[config.mk]
export PLATFORM = sky130hd
export DESIGN_NAME = seg7_scan_mux_flat
export DESIGN_NICKNAME = d
export VERILOG_FILES = /design/src/rtl/seg7_scan_mux_pkg.sv /design/src/rtl/seg7_scan_mux_if.sv /design/src/rtl/seg7_scan_mux_timer.sv /design/src/rtl/seg7_scan_mux.sv /design/src/flat_wrapper.sv
export SDC_FILE = /design/constraint.sdc
export NUM_CORES = 1
export LEC_CHECK = 0
export ABC_CLOCK_PERIOD_IN_PS = 2000
export BUFFER_PORTS_ARGS = -buffer_cell sky130_fd_sc_hd__buf_2
export CORE_MARGIN = 4
export CORE_UTILIZATION = 25
export DETAILED_ROUTE_END_ITERATION = 10
export GPL_TIMING_DRIVEN = 1
export SLEW_MARGIN = 20
export SYNTH_ARGS = -nofsm -noshare
export SYNTH_HDL_FRONTEND = slang
export SYNTH_HIERARCHICAL = 1
export SYNTH_SLANG_ARGS = --single-unit
[constraint.sdc]
create_clock -name CLK -period 2 [get_ports CLK]
set_input_delay 0.2 -clock CLK [delete_from_list [all_inputs] [get_ports CLK]]
set_output_delay 0.2 -clock CLK [all_outputs]
set_load 0.1 [all_outputs]
[src/rtl/seg7_scan_mux_pkg.sv]
// seg7_pkg: shared types, segment constants and BCD decode for the
// seg7_scan_mux display slice.
//   seg7_t       7-bit segment vector {a,b,c,d,e,f,g}, active-high
//   SEG_BLANK    all segments off
//   SEG_DASH     centre bar only (shown for non-BCD codes 10..15)
//   bcd_to_seg7  BCD digit -> segment pattern
package seg7_pkg;

    typedef logic [6:0] seg7_t;

    localparam seg7_t SEG_BLANK = 7'b0000000;
    localparam seg7_t SEG_DASH  = 7'b0000001;

    function automatic seg7_t bcd_to_seg7(input logic [3:0] bcd);
        seg7_t s;
        case (bcd)
            4'd0:    s = 7'b1111110;
            4'd1:    s = 7'b0110000;
            4'd2:    s = 7'b1101101;
            4'd3:    s = 7'b1111001;
            4'd4:    s = 7'b0110011;
            4'd5:    s = 7'b1011011;
            4'd6:    s = 7'b1011111;
            4'd7:    s = 7'b1110000;
            4'd8:    s = 7'b1111111;
            4'd9:    s = 7'b1110011;
            default: s = SEG_DASH;
        endcase
        return s;
    endfunction

endpackage

[src/rtl/seg7_scan_mux_if.sv]
// seg7_scan_mux_if: load/data inputs and multiplexed display outputs of
// seg7_scan_mux.
//   load        1-cycle strobe capturing digits_bcd/dp_in
//   digits_bcd  packed BCD, digit i at [4*i+3:4*i]
//   dp_in       decimal point per digit
//   seg         segment bus of the lit digit
//   dp          decimal point of the lit digit
//   dig_en      one-hot digit enable
//   frame_start 1-cycle pulse at the start of a frame
// Modports: master = producer / display side, slave = seg7_scan_mux.
interface seg7_scan_mux_if #(
    parameter int N_DIG = 2
);
    import seg7_pkg::*;

    logic               load;
    logic [4*N_DIG-1:0] digits_bcd;
    logic [N_DIG-1:0]   dp_in;
    seg7_t              seg;
    logic               dp;
    logic [N_DIG-1:0]   dig_en;
    logic               frame_start;

    modport master (
        output load, digits_bcd, dp_in,
        input  seg, dp, dig_en, frame_start
    );

    modport slave (
        input  load, digits_bcd, dp_in,
        output seg, dp, dig_en, frame_start
    );

endinterface

[src/rtl/seg7_scan_mux_timer.sv]
// seg7_scan_timer: slot prescaler and digit scan index.
//   CLK, RST_N  clock, asynchronous active-low reset
//   slot_dead   current cycle lies in the blanking dead-time of the slot
//   idx         digit currently being scanned (0 = units)
//   frame_end   last cycle of the last digit slot (frame boundary edge next)
module seg7_scan_timer #(
    parameter int REFRESH_DIV = 1000,
    parameter int DEAD_CYC    = 4,
    parameter int N_DIG       = 2,
    parameter int IDX_W       = 1
) (
    input  logic             CLK,
    input  logic             RST_N,
    output logic             slot_dead,
    output logic [IDX_W-1:0] idx,
    output logic             frame_end
);

    localparam int CNT_W = $clog2(REFRESH_DIV);

    logic [CNT_W-1:0] cnt;
    logic             slot_end;
    logic             last_dig;

    assign slot_end  = (cnt == CNT_W'(REFRESH_DIV - 1));
    assign last_dig  = (idx == IDX_W'(N_DIG - 1));
    assign slot_dead = (cnt < CNT_W'(DEAD_CYC));
    assign frame_end = slot_end && last_dig;

    always_ff @(posedge CLK or negedge RST_N) begin
        if (!RST_N) begin
            cnt <= '0;
            idx <= '0;
        end else if (slot_end) begin
            cnt <= '0;
            idx <= last_dig ? '0 : idx + 1'b1;
        end else begin
            cnt <= cnt + 1'b1;
        end
    end

endmodule

[src/rtl/seg7_scan_mux.sv]
// seg7_scan_mux: time-multiplexes N_DIG BCD digits onto one 7-segment bus.
// New values are loaded frame-synchronously so a frame never mixes
// snapshots. Each digit slot opens with DEAD_CYC cycles of blanking.
//   CLK, RST_N  clock, asynchronous active-low reset
//   bus         seg7_scan_mux_if.slave (load/data in, seg/dp/dig_en/frame_start out)
// Optional build macro: LEADING_ZERO_BLANK_EN -- blank leading zero digits
// (digit 0 is always shown; dig_en and dp are unaffected).
module seg7_scan_mux
    import seg7_pkg::*;
#(
    parameter int N_DIG       = 2,
    parameter int REFRESH_DIV = 1000,
    parameter int DEAD_CYC    = 4
) (
    input  logic CLK,
    input  logic RST_N,
    seg7_scan_mux_if.slave bus
);

    localparam int IDX_W = (N_DIG > 1) ? $clog2(N_DIG) : 1;

    logic             slot_dead;
    logic [IDX_W-1:0] idx;
    logic             frame_end;

    seg7_scan_timer #(
        .REFRESH_DIV (REFRESH_DIV),
        .DEAD_CYC    (DEAD_CYC),
        .N_DIG       (N_DIG),
        .IDX_W       (IDX_W)
    ) u_timer (
        .CLK       (CLK),
        .RST_N     (RST_N),
        .slot_dead (slot_dead),
        .idx       (idx),
        .frame_end (frame_end)
    );

    // Snapshot registers: active is what the current frame shows, pending
    // holds the latest mid-frame load until the next boundary.
    logic [4*N_DIG-1:0] active, pending;
    logic [N_DIG-1:0]   active_dp, pending_dp;
    logic               pend;

    always_ff @(posedge CLK or negedge RST_N) begin
        if (!RST_N) begin
            active     <= '0;
            active_dp  <= '0;
            pending    <= '0;
            pending_dp <= '0;
            pend       <= 1'b0;
        end else if (frame_end) begin
            // A load on the boundary edge bypasses pending and takes effect
            // in the frame that starts now; any older pending value is dropped.
            if (bus.load) begin
                active    <= bus.digits_bcd;
                active_dp <= bus.dp_in;
            end else if (pend) begin
                active    <= pending;
                active_dp <= pending_dp;
            end
            pend <= 1'b0;
        end else if (bus.load) begin
            pending    <= bus.digits_bcd;
            pending_dp <= bus.dp_in;
            pend       <= 1'b1;
        end
    end

    logic [3:0] act_dig [N_DIG];
    logic       blank;
    seg7_t      seg_nxt;

    always_comb begin
        for (int unsigned i = 0; i < N_DIG; i++) begin
            act_dig[i] = active[4*i +: 4];
        end
    end

`ifdef LEADING_ZERO_BLANK_EN
    // zero_from[i]: digit i and every more significant digit are zero.
    logic [N_DIG-1:0] zero_from;

    always_comb begin
        zero_from = '1;
        for (int unsigned i = 0; i < N_DIG; i++) begin
            for (int unsigned j = 0; j < N_DIG; j++) begin
                if (j >= i && act_dig[j] != 4'd0) begin
                    zero_from[i] = 1'b0;
                end
            end
        end
    end

    assign blank = (idx != '0) && zero_from[idx];
`else
    assign blank = 1'b0;
`endif

    assign seg_nxt = blank ? SEG_BLANK : bcd_to_seg7(act_dig[idx]);

    always_ff @(posedge CLK or negedge RST_N) begin
        if (!RST_N) begin
            bus.seg         <= SEG_BLANK;
            bus.dp          <= 1'b0;
            bus.dig_en      <= '0;
            bus.frame_start <= 1'b0;
        end else begin
            bus.frame_start <= frame_end;
            if (slot_dead) begin
                bus.seg    <= SEG_BLANK;
                bus.dp     <= 1'b0;
                bus.dig_en <= '0;
            end else begin
                bus.seg    <= seg_nxt;
                bus.dp     <= active_dp[idx];
                bus.dig_en <= N_DIG'(1) << idx;
            end
        end
    end

endmodule

[src/flat_wrapper.sv]
// flat-port wrapper written by rule: the top's interface ports become plain ports
module seg7_scan_mux_flat import seg7_pkg::*;
#(
    parameter int N_DIG       = 2,
    parameter int REFRESH_DIV = 1000,
    parameter int DEAD_CYC    = 4
)
  (CLK, RST_N, bus_load, bus_digits_bcd, bus_dp_in, bus_seg, bus_dp, bus_dig_en, bus_frame_start);
  seg7_scan_mux_if #(.N_DIG(N_DIG)) bus_i ();
  input  logic CLK;
  input  logic RST_N;
  input wire logic [$bits(bus_i.load)-1:0] bus_load;
  input wire logic [$bits(bus_i.digits_bcd)-1:0] bus_digits_bcd;
  input wire logic [$bits(bus_i.dp_in)-1:0] bus_dp_in;
  output wire logic [$bits(bus_i.seg)-1:0] bus_seg;
  output wire logic [$bits(bus_i.dp)-1:0] bus_dp;
  output wire logic [$bits(bus_i.dig_en)-1:0] bus_dig_en;
  output wire logic [$bits(bus_i.frame_start)-1:0] bus_frame_start;
  assign bus_i.load = bus_load;
  assign bus_i.digits_bcd = bus_digits_bcd;
  assign bus_i.dp_in = bus_dp_in;
  assign bus_seg = bus_i.seg;
  assign bus_dp = bus_i.dp;
  assign bus_dig_en = bus_i.dig_en;
  assign bus_frame_start = bus_i.frame_start;
  seg7_scan_mux #(.N_DIG(N_DIG), .REFRESH_DIV(REFRESH_DIV), .DEAD_CYC(DEAD_CYC)) u_core (.CLK(CLK), .RST_N(RST_N), .bus(bus_i));
endmodule
-- Word-level counts from Yosys, hierarchy flattened
Memory sizes are Yosys's and may differ from the RTL's.
Index checks and enable logic that the tools add are counted.
- output and inout port bits: 11
- logic and storage cells: 42
- memory bits (read-only): 112
- memories: 1
- input bits: 13
- register bits: 43
- equality and inequality tests: 1
- bitwise gates (word level): 2
- mux-type cells: 16
- magnitude comparators: 3
- reduce and logical (&&, ||, !) cells: 5
- add/subtract/negate cells: 2
- shift-type cells: 1
- memories (memory ; words ; width ; rd ports ; clocked after memory_dff ; wr ports ; line ; RTL):
    (name not given) ; 16 ; 7 ; 1 ; 0 ; 0 ; seg7_scan_mux_pkg.sv:16 ; case (bcd)
- operators by type and width (cell ; number):
    8-bit two-way mux ; 2
    4-bit two-way mux ; 3
    10-bit by 1-bit adder with 10-bit output (second input constant) ; 1
    10-bit equality test (second input constant) ; 1
    10-bit by 3-bit < comparator with 1-bit output (second input constant) ; 1
    10-bit two-way mux ; 1
    7-bit two-way mux ; 1
    1-bit two-way mux ; 6
    2-bit two-way mux ; 3
    2-bit AND reduction ; 2
    2-bit nonzero test ; 2
    2-bit >= comparator (second input constant) ; 1
    1-bit by 2-bit < comparator with 1-bit output (second input constant) ; 1
    1-bit inverter with 2-bit output ; 1
    1-bit by 1-bit << shifter with 2-bit output (first input constant) ; 1
    1-bit adder (second input constant) ; 1
    1-bit logical AND ; 1
    1-bit inverter ; 1

-- Logic depth before layout (Yosys ltp)
An unclocked memory read counts as a cell.
- depth after elaboration: 6
- mapped depth: 8
- depth with buffers taken out: 7

-- Cells and area by module
Netlist, hierarchy kept.
- by module, submodules not included (module ; sequential area each (sq um) ; cells an instance ; area each (sq um) ; instances):
    seg7_scan_mux ; 800.8 ; 122 ; 1503.9 ; 1
    seg7_scan_timer ; 275.3 ; 51 ; 545.5 ; 1

-- Worst setup path after synthesis
No wires, ideal clock.
- path kind: register to register
- start point: register u_core.u_timer.cnt[3]
- end point: register u_core.pending[0]
- period minus slack after synthesis: 1.911 ns
- setup time: 0.125 ns
- setup slack: 0.089 ns
- path buffers: 2
- data required time: 1.875 ns
- stages on the path, launching flop included: 8
- data arrival time: 1.787 ns
- path through: dfrtp_1 buf_6 or3b_4 nor3_4 and2_1 nor2b_1 buf_2 mux2_2
- cells in the longest elaborated chain, start to end: 4
- ends and longest elaborated chain (item ; line ; RTL):
    start: declaration ; seg7_scan_mux_timer.sv:21 ; logic [CNT_W-1:0] cnt;
    start signal: assignment ; seg7_scan_mux_timer.sv:38 ; cnt <= cnt + 1'b1;
    10-bit equality test ; seg7_scan_mux_timer.sv:25 ; assign slot_end = (cnt == CNT_W'(REFRESH_DIV - 1));
    1-bit logical AND ; seg7_scan_mux_timer.sv:28 ; assign frame_end = slot_end && last_dig;
    named net u_core.frame_end ; seg7_scan_mux.sv:24 ; logic frame_end;
    1-bit inverter (no source line) ; n/a ;
    2-bit AND reduction (no source line) ; n/a ;
    end signal: assignment ; seg7_scan_mux.sv:64 ; pending <= bus.digits_bcd;
    end: declaration ; seg7_scan_mux.sv:41 ; logic [4*N_DIG-1:0] active, pending;
The timed path passes the listed nets, and every way through them passes these cells.
A chain may end at the register's enable or synchronous reset.

-- Final worst setup path
- start point: register u_core.u_timer.cnt[0]
- end point: register u_core.pending[5]
Same word-level chain as after synthesis.

==> metrics.md <==
| Metric | Value |
|---|---|
| Die Area | `0.00971 mm^2` |
| Cell Area, Synth | `0.00205 mm^2` |
| HPWL after DPL | `2740 um` |
| Initial antenna violation count | `0` |
| Setup Buffers After CTS | `0` |
| Pre-antenna DRT Iters | `2` |
| Seq/Total Area, Yosys | `52.5%` |
| Measured slew at the worst slew-check pin | `0.529 ns` |
| CTS hold repair buffers | `1` |
| Clk root buf | `clkbuf_8` |
| CP Max Fanout | `10` |
| Residual DRC count | `0` |
| Crit share post-route | `91.2%` |
| 1st-iter DRT viols | `44` |
| Number of buffers created by CTS | `5` |
| GRT Residual Overflow | `0` |
| Status | `complete, no violations` |
| Pwr dens | `645 mW/mm^2` |
| #FFs+latches synth | `43` |
| Nets@finish | `226` |
| TNS Setup | `0 ns` |
| Share of flip-flops with an asynchronous set or reset | `100%` |
| Row Count | `32` |
| Vias per cell | `4.31` |
| Clk_lat worst skew | `0.30 ns` |
| Final WL | `3700 um` |
| Setup CP Type | `flip-flop to flip-flop` |
| H-Tree Depth | `2` |
| Layout cells sized above 1 | `29.8%` |
| Final slew viol count | `0` |
| Detail Route Antenna Nets | `0` |
| Post-synth EDFFs | `0` |
| Post-synth top area share | `52.5%` |
| Worst Hold Class | `input port to flip-flop` |
| Cell taking the most area after synthesis | `dfrtp_1` |
| Largest net degree at the start of global routing | `44` |
| Routed wire length per instance | `11.9 um` |
| N_diodes | `0` |
| Post-CTS sizing | `0` |
| Setup crit end kind | `flip-flop` |
| Vias in the first global route | `1332` |
| Sink Count | `43` |
| I/O Buffers | `23` |
| Leak | `1.08 nW` |
| Setup Viol. Count Final | `0` |
| Yosys warnings | `6` |
| Mean Syn Cell Area | `11.8 um^2` |
| Syn nets | `192` |
| Critical path startpoint category | `flip-flop` |
| Maxcap violations | `0` |
| Maximum vdd drop | `239 uV` |
| Die height | `98.5 um` |
| Area grow syn2layout | `18.5%` |
| RSZ-0062 raised after global routing | `no` |
| Clk slew on worst S/H paths | `0.09 ns` |
| Core area | `0.00785 mm^2` |
| Max Clock Skew | `0.00646 ns` |
| Vias | `1335` |
| CP required | `2.19 ns` |
| Cells after synthesis | `173` |
| Total global-route track usage | `8.23%` |
| DIE WIDTH | `98.5 um` |
| Routability congestion estimate | `0.747` |
| Synth area leaders | `dfrtp_1 (53%), mux2i_1 (7.3%), mux2_2 (5.5%)` |
| Starting density of the core | `26.1%` |
| Synth unique cells | `42` |
| Final Critical Period | `1.82 ns` |
| Final core occ | `30.9%` |
| TritonCTS clock tree | `built` |
| Peak Freq | `548 MHz` |
| Worst Path Arrival | `2.02 ns` |
| First-pass GRT wire length | `6530 um` |
| Worst slew margin | `64.8%` |
| CTS max path bufs | `2` |
| Ys flop type | `dfrtp_1` |
| Ports | `24` |
| Final Hold Viols | `0` |
## cell families (layout without fill, tap and decap cells)
| logic type | Yosys count | in the layout | share of synthesized area [%] |
|---|---|---|---|
| adders and majority gates | 6 | 6 | 3.66 |
| AOI/OAI and AO/OA | 34 | 34 | 10.7 |
| and+or+nand+nor | 46 | 46 | 12.4 |
| muxes | 29 | 29 | 16.1 |
| buffers and inverters | 11 | 46 | 2.87 |
| xor gates and xnor gates | 4 | 4 | 1.71 |
| DFF | 43 | 43 | 52.5 |
## power by group
part / total, mW / leakage [nW] / switching (mW) / internal (mW)
Combinational: 0.0825 / 0.508 / 0.0412 / 0.0413
Clock: 0.587 / 0.0495 / 0.328 / 0.259
Sequential: 0.898 / 0.522 / 0.00886 / 0.889
## metrics by stage
| stage | hold slack (ns) | worst slack, ns | cells | area [um^2] | power (mW) |
|---|---|---|---|---|---|
| finish | 0.145 | 0.176 | 310 | 2430 | 1.57 |
| global route | 0.127 | 0.0494 | 310 | 2430 | 1.66 |
| CTS | 0.131 | 0.160 | 310 | 2430 | 1.60 |
| detailed placement | 0.312 | 0.169 | 301 | 2320 | 0.999 |
| global placement | 0.310 | 0.200 | 301 | 2320 | 0.998 |
| floorplan | -0.0956 | 0.0885 | 173 | 2050 | 0.957 |
## cell usage in the layout (no fill, tap or decap), types with 3 or more instances in the layout
| cell type | n |
|---|---|
| dfrtp_1 | 43 |
| buf_2 | 23 |
| mux2i_1 | 15 |
| o21ai_0 | 14 |
| nand2_1 | 13 |
| nor2_1 | 10 |
| mux2_2 | 10 |
| buf_4 | 10 |
| ha_1 | 6 |
| clkbuf_8 | 5 |
| a21oi_1 | 5 |
| inv_1 | 4 |
| nand3_1 | 4 |
| inv_6 | 3 |
| mux2_4 | 3 |
| nor2b_1 | 3 |
| a31oi_1 | 3 |
| xor2_1 | 3 |
| or4_1 | 3 |
## path summary, 6_finish.rpt
path / end / slack, ns / from / depth (start not counted)
worst max-delay path: u_core/pending[5] / 0.18 / u_core/u_timer/cnt[0] / 7
worst min-delay path: u_core/pending[2] / 0.14 / bus_digits_bcd[2] / 2
worst max register to register: u_core/pending[5] / 0.18 / u_core/u_timer/cnt[0] / 7
worst min register to register: u_core/u_timer/cnt[0] / 0.46 / u_core/u_timer/cnt[0] / 1
max in group asynchronous: u_core/bus.seg[3] / 1.15 / RST_N / 3
min in group asynchronous: u_core/u_timer/cnt[0] / 0.49 / RST_N / 3
## flip-flops by register name (all words and copies together) (netlist names)
register	flops
u_core/u_timer/cnt	10
u_core/active	8
u_core/pending	8
u_core/bus.seg	7
u_core/active_dp	2
u_core/bus.dig_en	2
u_core/pending_dp	2
u_core/bus.dp	1
u_core/bus.frame_start	1
u_core/pend	1
u_core/u_timer/idx	1
## cell type report
cell class                      instances  area (um^2)
Clock buffer                            5         68.8
Clock inverter                          3         26.3
Fill cell                             856         5420
Inverter                                4         15.0
Multi-Input combinational cell        119          915
Sequential cell                        43         1080
Tap cell                              102          128
Timing Repair Buffer                   34          200
## worst max-delay path, cell delays in order (launching register included)
cell and delay (ns):
dfrtp_1 0.40, ha_1 0.25, nand3_1 0.16, nor3_4 0.06, and2_1 0.19, nor2b_1 0.12, buf_4 0.19, mux2_2 0.35
## cell usage after synthesis, types with 2 or more instances
library cell  number
clkbuf_1           3
o21ai_0           14
or3_1              2
o31ai_1            2
buf_2              2
nand3_1            4
inv_1              4
nor2b_1            3
nand4_1            2
or4_1              3
mux2_2            10
a31oi_1            3
ha_1               6
xor2_1             3
buf_6              2
nand2_1           13
a21oi_1            5
mux2i_1           15
nor2_1            10
dfrtp_1           43
mux2_4             3
## metal layers
layer	vias to the layer above	share of wire, %	routed length (um)	GRT usage [%]
li1	687	-	-	-
met1	623	49	1820	11.2
met2	21	45	1670	12.1
met3	4	4.3	158	1.98
met4	0	1.4	51	4.41
met5	-	0	0	0
(Power assumes the default switching activity.)
